File: config.mk
export PLATFORM = sky130hd
export DESIGN_NAME = tramelblaze_intr_ctrl
export DESIGN_NICKNAME = d
export VERILOG_FILES = /design/src/rtl/tramelblaze_intr_ctrl.sv
export SDC_FILE = /design/constraint.sdc
export NUM_CORES = 1
export LEC_CHECK = 0
export CORE_ASPECT_RATIO = 1.4
export CORE_MARGIN = 2
export CORE_UTILIZATION = 35
export DETAILED_ROUTE_END_ITERATION = 8
export HOLD_SLACK_MARGIN = 0.03
export PLACE_DENSITY = 0.67
export SYNTH_ARGS = -nofsm -noshare
export SYNTH_HDL_FRONTEND = slang
export SYNTH_SLANG_ARGS = --single-unit
File: constraint.sdc
create_clock -name CLK -period 6.76 [get_ports CLK]
set_input_delay 1.352 -clock CLK [delete_from_list [all_inputs] [get_ports CLK]]
set_output_delay 1.352 -clock CLK [all_outputs]
set_load 0.02 [all_outputs]
File: src/rtl/tramelblaze_intr_ctrl.sv
// Multi-source interrupt controller for the tramelblaze core: rising-edge capture,
// enable mask, fixed lowest-index priority, single INTERRUPT/ACK handshake with EOI.
module tramelblaze_intr_ctrl #(
   parameter int unsigned NUM_SRC   = 8,
   parameter logic [15:0] BASE_ADDR = 16'h0040
) (
   input  logic               CLK,
   input  logic               RESET_N,
   input  logic [NUM_SRC-1:0] SRC_IN,
   input  logic [15:0]        PORT_ID,
   input  logic [15:0]        OUT_PORT,
   input  logic               WRITE_STROBE,
   input  logic               READ_STROBE,
   output logic [15:0]        IN_DATA,
   output logic               INTERRUPT,
   input  logic               INTERRUPT_ACK
);

   localparam int unsigned DW  = 16;
   localparam int unsigned IDW = 4;

   localparam logic [15:0] ADDR_EN   = BASE_ADDR;
   localparam logic [15:0] ADDR_PEND = BASE_ADDR + 16'd1;
   localparam logic [15:0] ADDR_CUR  = BASE_ADDR + 16'd2;
   localparam logic [15:0] ADDR_EOI  = BASE_ADDR + 16'd3;

   typedef enum logic [1:0] {
      IDLE    = 2'd0,
      REQ     = 2'd1,
      SERVICE = 2'd2
   } state_t;

   state_t             state_q, state_d;
   logic [NUM_SRC-1:0] src_q;
   logic [NUM_SRC-1:0] pend_q, pend_d;
   logic [NUM_SRC-1:0] en_q, en_d;
   logic [IDW-1:0]     cur_id_q, cur_id_d;
   logic               int_q, int_d;

   logic [NUM_SRC-1:0] rise;
   logic [NUM_SRC-1:0] req;
   logic [NUM_SRC-1:0] ack_mask;
   logic [IDW-1:0]     win_id;
   logic               wr_en, wr_pend, wr_eoi;
   logic               unused_c;

   assign rise    = SRC_IN & ~src_q;
   assign req     = pend_q & en_q;
   assign wr_en   = WRITE_STROBE && (PORT_ID == ADDR_EN);
   assign wr_pend = WRITE_STROBE && (PORT_ID == ADDR_PEND);
   assign wr_eoi  = WRITE_STROBE && (PORT_ID == ADDR_EOI);

   // Reads are side-effect free; strobe and unused data bits are intentionally ignored.
   assign unused_c = ^{READ_STROBE, OUT_PORT};

   // Lowest-index requesting source wins.
   always_comb begin
      win_id = '0;
      for (int i = int'(NUM_SRC) - 1; i >= 0; i--) begin
         if (req[i]) win_id = IDW'(i);
      end
   end

   always_comb begin
      ack_mask = '0;
      for (int i = 0; i < int'(NUM_SRC); i++) begin
         ack_mask[i] = (IDW'(i) == cur_id_q);
      end
   end

   // Next-state and register update logic; a same-cycle rise always re-sets pending.
   always_comb begin
      state_d  = state_q;
      pend_d   = pend_q;
      en_d     = en_q;
      cur_id_d = cur_id_q;
      int_d    = int_q;

      if (wr_en)   en_d   = OUT_PORT[NUM_SRC-1:0];
      if (wr_pend) pend_d = pend_d & ~OUT_PORT[NUM_SRC-1:0];

      case (state_q)
         IDLE: begin
            if (|req) begin
               cur_id_d = win_id;
               int_d    = 1'b1;
               state_d  = REQ;
            end
         end
         REQ: begin
            if (INTERRUPT_ACK) begin
               pend_d  = pend_d & ~ack_mask;
               int_d   = 1'b0;
               state_d = SERVICE;
            end
         end
         SERVICE: begin
            if (wr_eoi) state_d = IDLE;
         end
         default: begin
            int_d   = 1'b0;
            state_d = IDLE;
         end
      endcase

      pend_d = pend_d | rise;
   end

   always_ff @(posedge CLK or negedge RESET_N) begin
      if (!RESET_N) begin
         state_q  <= IDLE;
         src_q    <= '0;
         pend_q   <= '0;
         en_q     <= '0;
         cur_id_q <= '0;
         int_q    <= 1'b0;
      end else begin
         state_q  <= state_d;
         src_q    <= SRC_IN;
         pend_q   <= pend_d;
         en_q     <= en_d;
         cur_id_q <= cur_id_d;
         int_q    <= int_d;
      end
   end

   assign INTERRUPT = int_q;

   // Port-bus read mux; unmapped and write-only addresses return zero.
   always_comb begin
      IN_DATA = '0;
      if (PORT_ID == ADDR_EN)        IN_DATA = DW'(en_q);
      else if (PORT_ID == ADDR_PEND) IN_DATA = DW'(pend_q);
      else if (PORT_ID == ADDR_CUR)  IN_DATA = {(state_q == SERVICE), 11'd0, cur_id_q};
   end

endmodule

==> results.ini, run 1 <==
[outcome]
outcome = finished clean

[synthesis]
async_reset_ff_share_pct = 100.0
synthTopCellsByCount = dfrtp_1 (30), nor2_1 (12)
synth_edf_count = 0
synth_seq_area_share_pct = 47.66
yosysUniqueCellTypes = 32
yosysMostFrequentCell = dfrtp_1
synth-seq-cells = 30
synth_top_cell_by_area = dfrtp_1
syn_area_um2 = 1575
synth_top_area_share_pct = 47.66
synth_top_flop_cell = dfrtp_1
syn_avg_cell_area_um2 = 10.23
synth_warnings = 0
synthTopCellsByArea = dfrtp_1 (48%), mux2_2 (6.4%), mux2i_1 (5.1%)
syn_inst = 154

[drt]
wl_per_cell_um = 14.21
drt_first_pass_iters = 4
drtAntennaViolNets = 0
vias = 1311
drt_iter0_drc = 21
wl_um = 3781
vias_per_cell = 4.929
drc = 0

[worst_hold_path]
min_path_type = reg2reg
worstHoldStart = src_q[6]$_DFF_PN0_

[critical_path]
cp.arrival_ps = 3830
crit_path_start_kind = primary input
crit_path_max_fanout = 7
required_ps = 5410
r2r_start = en_q[3]$_DFFE_PN0P_
path_class = in2out
cp-end-kind = output port
startpoint = PORT_ID[1]

[timing]
finalSetupViolations = 0
rsz0062_at_grt = false
max_slew_margin_pct = 54.71
hold_viol = 0
finalCritPeriodShare_pct = 76.68
setup_slack_ps = 1576
fin_skew_ps = 6.696
fin_tns_setup_ps = 0
tightest_slew_ps = 676.5
period_needed_ps = 5184
final-max-slew-violation-count = 0
max_freq_ghz = 0.1929

[final_layout]
fillers = 409
drive_above_1_share_pct = 12.14
fin_nets = 250
area_growth_pct = 38.68
diodes = 0

[grt]
grt_overflow_total = 0
grt_pass1_wl_um = 6147
grt_max_degree = 31
track_usage_pct = 16.42
antenna_found_initial = 0
first_global_vias = 1300

[power_and_ir_drop]
ir_drop_uv = 104.2
combPwrFrac_pct = 10.9
p_sw_w = 0.00008441
p_leak_nw = 0.9791
pwr-share-clk_pct = 42.9
p_int_w = 0.0003179
p_total_w = 0.0004023
p_sw_share_pct = 20.98
pwr-share-seq_pct = 46.2
powerDensity_nw_per_um2 = 184.2

[clock_tree]
cts_inserted_buffers = 5
cts.clk_slew.worst_paths_ps = 60
post_cts_buffers = 0
cts_sinks = 30
hold_buffers = 0
htreeDepth = 2
ctsResizeCount = 0
cts_tree = built
cts_root_buf = clkbuf_8
clock_latency_ps = 280
clock_path_buffers = 2

[die]
ioPinCount = 62
die-area_um2 = 5061
core_area_um2 = 4274
start_util_pct = 36.86
num_rows = 28
die_h_um = 83.38
die_w_um = 60.70

[place]
place_congestion = 0.9124
numPortBuffers = 45
dp.final_hpwl_um = 2861
post-place-ws_ps = 1560

[job]
max_cap_viol_count = 0

[final cells by class]
class / instances / area [um2] / share of cell area [%]
Sequential cell: 30 / 750.7 / 34.36
Inverter: 9 / 33.78 / 1.546
Tap cell: 60 / 75.07 / 3.436
Timing Repair Buffer: 47 / 465.4 / 21.31
Clock buffer: 7 / 76.32 / 3.494
Clock inverter: 1 / 30.03 / 1.375
Multi-Input combinational cell: 112 / 753.2 / 34.48
[cell families (layout without fill, tap and decap cells)]
kind of cell	after synthesis	count (layout)	synth area share, %
mux	17	17	11.52
simple gates	51	51	19.70
other cells	1	7	0.2381
flops	30	30	47.66
buf+inv	18	64	5.956
compound gates	37	37	14.93
[final timing paths]
| kind | end | slack [ps] | cells after the start |
|---|---|---|---|
| worst max-delay path | IN_DATA[7] | 1580 | 5 |
| worst min-delay path | pend_q[6]$_DFF_PN0_ | 430 | 1 |
| worst max register to register | cur_id_q[0]$_DFFE_PN0P_ | 5330 | 4 |
| worst min register to register | pend_q[6]$_DFF_PN0_ | 430 | 1 |
| max in group asynchronous | cur_id_q[1]$_DFFE_PN0P_ | 5020 | 2 |
| min in group asynchronous | src_q[0]$_DFF_PN0_ | 1450 | 2 |
[layer usage]
layer / wire length (um) / track usage, % / up-vias
met3: 269 / 4.361 / 5
met1: 1574 / 18.82 / 614
li1: - / - / 649
met2: 1855 / 27.57 / 43
met4: 82 / 7.115 / 0
met5: 0 / 0 / -
[metrics by stage]
stage	hold slack [ps]	util [%]	area, um2	cells
CTS	427.2	51.11	2185	266
floorplan	409.5	-	1598	160
detailed placement	418.1	48.62	2078	258
global route	439.8	51.11	2185	266
global placement	412.3	48.62	2078	258
finish	430.3	51.11	2185	266
[placed cells by master (no fill, tap or decap), types with 3 or more instances in the layout]
| cell | instances |
|---|---|
| or4_4 | 4 |
| o22ai_1 | 8 |
| clkbuf_8 | 5 |
| nor2_1 | 12 |
| and3_1 | 9 |
| a21oi_1 | 8 |
| a22oi_1 | 5 |
| nand3_1 | 3 |
| mux2_2 | 9 |
| o21ai_0 | 8 |
| conb_1 | 7 |
| nor2b_1 | 3 |
| dfrtp_1 | 30 |
| clkdlybuf4s50_1 | 45 |
| nand2_1 | 9 |
| inv_1 | 9 |
| mux2i_1 | 8 |
[critical path: stages]
cell,delay (ps)
clkdlybuf4s50_1,550
or3b_2,530
or4_2,650
nor2_1,130
clkdlybuf4s50_1,610
[flip-flops by register name, indices dropped and copies added (netlist names)]
signal	cells
INTERRUPT	1
cur_id_q	3
en_q	8
pend_q	8
src_q	8
state_q	2
[power by group through the flow]
stage | registers (W) | logic [W] | clock network [W]
detailed placement | 0.000189 | 0.0000445 | 0
finish | 0.000186 | 0.0000439 | 0.000173
CTS | 0.000186 | 0.0000447 | 0.000176
global placement | 0.000189 | 0.0000443 | 0
global route | 0.000186 | 0.0000484 | 0.000185
floorplan | 0.000189 | 0.0000177 | 0
Note: power is estimated with default switching activity, not from simulation.
==> inputs of run 2 (changes only) <==
- PLACE_DENSITY: 0.67 -> 0.69
- clock period: 6.76 -> 4.2 ns (I/O delays scaled with it)
==> results.ini, run 2 (synthesis gave the netlist of run 1 again) <==
[drt]
wl_um = 3747
vias = 1355
drc = 0
wl_per_cell_um = 13.88
drtAntennaViolNets = 0
drt_first_pass_iters = 4
vias_per_cell = 5.019
drt_iter0_drc = 34

[timing]
final-max-slew-violation-count = 0
setup_slack_ps = 71.82
finalCritPeriodShare_pct = 98.29
rsz0062_at_grt = false
tightest_slew_ps = 658.3
hold_viol = 0
period_needed_ps = 4128
max_slew_margin_pct = 55.98
fin_tns_setup_ps = 0
finalSetupViolations = 0
max_freq_ghz = 0.2422
fin_skew_ps = 5.501

[die]
core_area_um2 = 4274
die_w_um = 60.70
die-area_um2 = 5061
die_h_um = 83.38
start_util_pct = 36.86
ioPinCount = 62
num_rows = 28

[job]
max_cap_viol_count = 0

[clock_tree]
hold_buffers = 0
cts.clk_slew.worst_paths_ps = 60
cts_root_buf = clkbuf_8
cts_inserted_buffers = 5
cts_sinks = 30
cts_tree = built
htreeDepth = 2
clock_latency_ps = 280
clock_path_buffers = 2

[place]
dp.final_hpwl_um = 2842
numPortBuffers = 45
place_congestion = 0.9085
post-place-ws_ps = 19.86
place_inst = 262

[critical_path]
required_ps = 3360
rr_worst_depth = 4
reg2reg_slack_ps = 2790
cp-end-kind = output port
crit_path_start_kind = primary input
r2r_start = en_q[3]$_DFFE_PN0P_
path_class = in2out
cp.arrival_ps = 3290
r2r_end = cur_id_q[0]$_DFFE_PN0P_
crit_path_max_fanout = 5

[final_layout]
layout_common_cells = clkdlybuf4s50_1 (42), dfrtp_1 (30), nor2_1 (12)
drive_above_1_share_pct = 13.81
area_growth_pct = 41.06
fin_cells = 270
fin_nets = 254
final_common_cell = clkdlybuf4s50_1
diodes = 0
final_util_pct = 51.99
largestRegisters = en_q: 8 flops, pend_q: 8 flops, src_q: 8 flops

[power_and_ir_drop]
ir_drop_uv = 151.9
powerDensity_nw_per_um2 = 293.0
p_leak_nw = 1.054

[grt]
first_global_vias = 1320
grt_max_degree = 31
antenna_found_initial = 0
grt_overflow_total = 0
grt_pass1_wl_um = 5913
track_usage_pct = 15.68

[worst_hold_path]
min_path_type = reg2reg
whs_path_depth = 1
hold_end = pend_q[2]$_DFF_PN0_
worstHoldStart = src_q[2]$_DFF_PN0_

[outcome]
outcome = finished clean

## run 2: through the flow
| stage | hold slack, ps | power (W) | instance area, um2 |
|---|---|---|---|
| 2_1_floorplan | 409.5 | 0.0003321 | 1598 |
| 3_3_place_gp | 413.1 | 0.0003762 | 2108 |
| 3_5_place_dp | 417.5 | 0.0003767 | 2108 |
| 4_1_cts | 428.8 | 0.0006545 | 2215 |
| 5_1_grt | 438.3 | 0.0006742 | 2222 |
| 6_report | 424.4 | 0.0006511 | 2222 |
## run 2: how the worst max path moves through the flow
stage | start | end | depth (start not counted)
final | PORT_ID[13] | IN_DATA[4] | 5
after global routing | PORT_ID[13] | IN_DATA[5] | 5
after CTS | PORT_ID[13] | IN_DATA[7] | 5
after detailed placement | PORT_ID[13] | IN_DATA[7] | 5
after global placement | PORT_ID[13] | IN_DATA[3] | 5
after floorplan | PORT_ID[13] | IN_DATA[3] | 3
## run 2: what timing repair did
item                       CTS  global route
setup endpoints to repair    0             3
setup buffers                0             0
gates resized for setup      0             3
## run 2: critical path, cell delays in order
cell             delay (ps)
clkdlybuf4s50_1         410
or4_4                   540
or4_2                   760
nor2_1                  130
clkdlybuf4s50_1         600
## run 2: report_power, final
| group | total, W | switching [W] | internal (W) |
|---|---|---|---|
| logic | 0.0000720 | 0.0000314 | 0.0000406 |
| registers | 0.000299 | 0.00000380 | 0.000295 |
| clock network | 0.000280 | 0.000103 | 0.000177 |
## run 2: routing by layer
metal / wire (um) / vias to the layer above / GRT usage (%)
met2: 1864 / 52 / 25.42
li1: - / 659 / -
met4: 99 / 0 / 7.312
met1: 1502 / 636 / 18.91
met5: 0 / - / 0
met3: 280 / 8 / 3.738
## run 2: layout make-up
| class | count | area [um2] |
|---|---|---|
| clock buffer | 7 | 76.32 |
| clock inverter | 1 | 30.03 |
| fill | 411 | 2052 |
| inverter | 9 | 33.78 |
| multi-input combinational | 112 | 753.2 |
| sequential | 30 | 750.7 |
| tap | 60 | 75.07 |
| timing repair buffer | 51 | 503.0 |
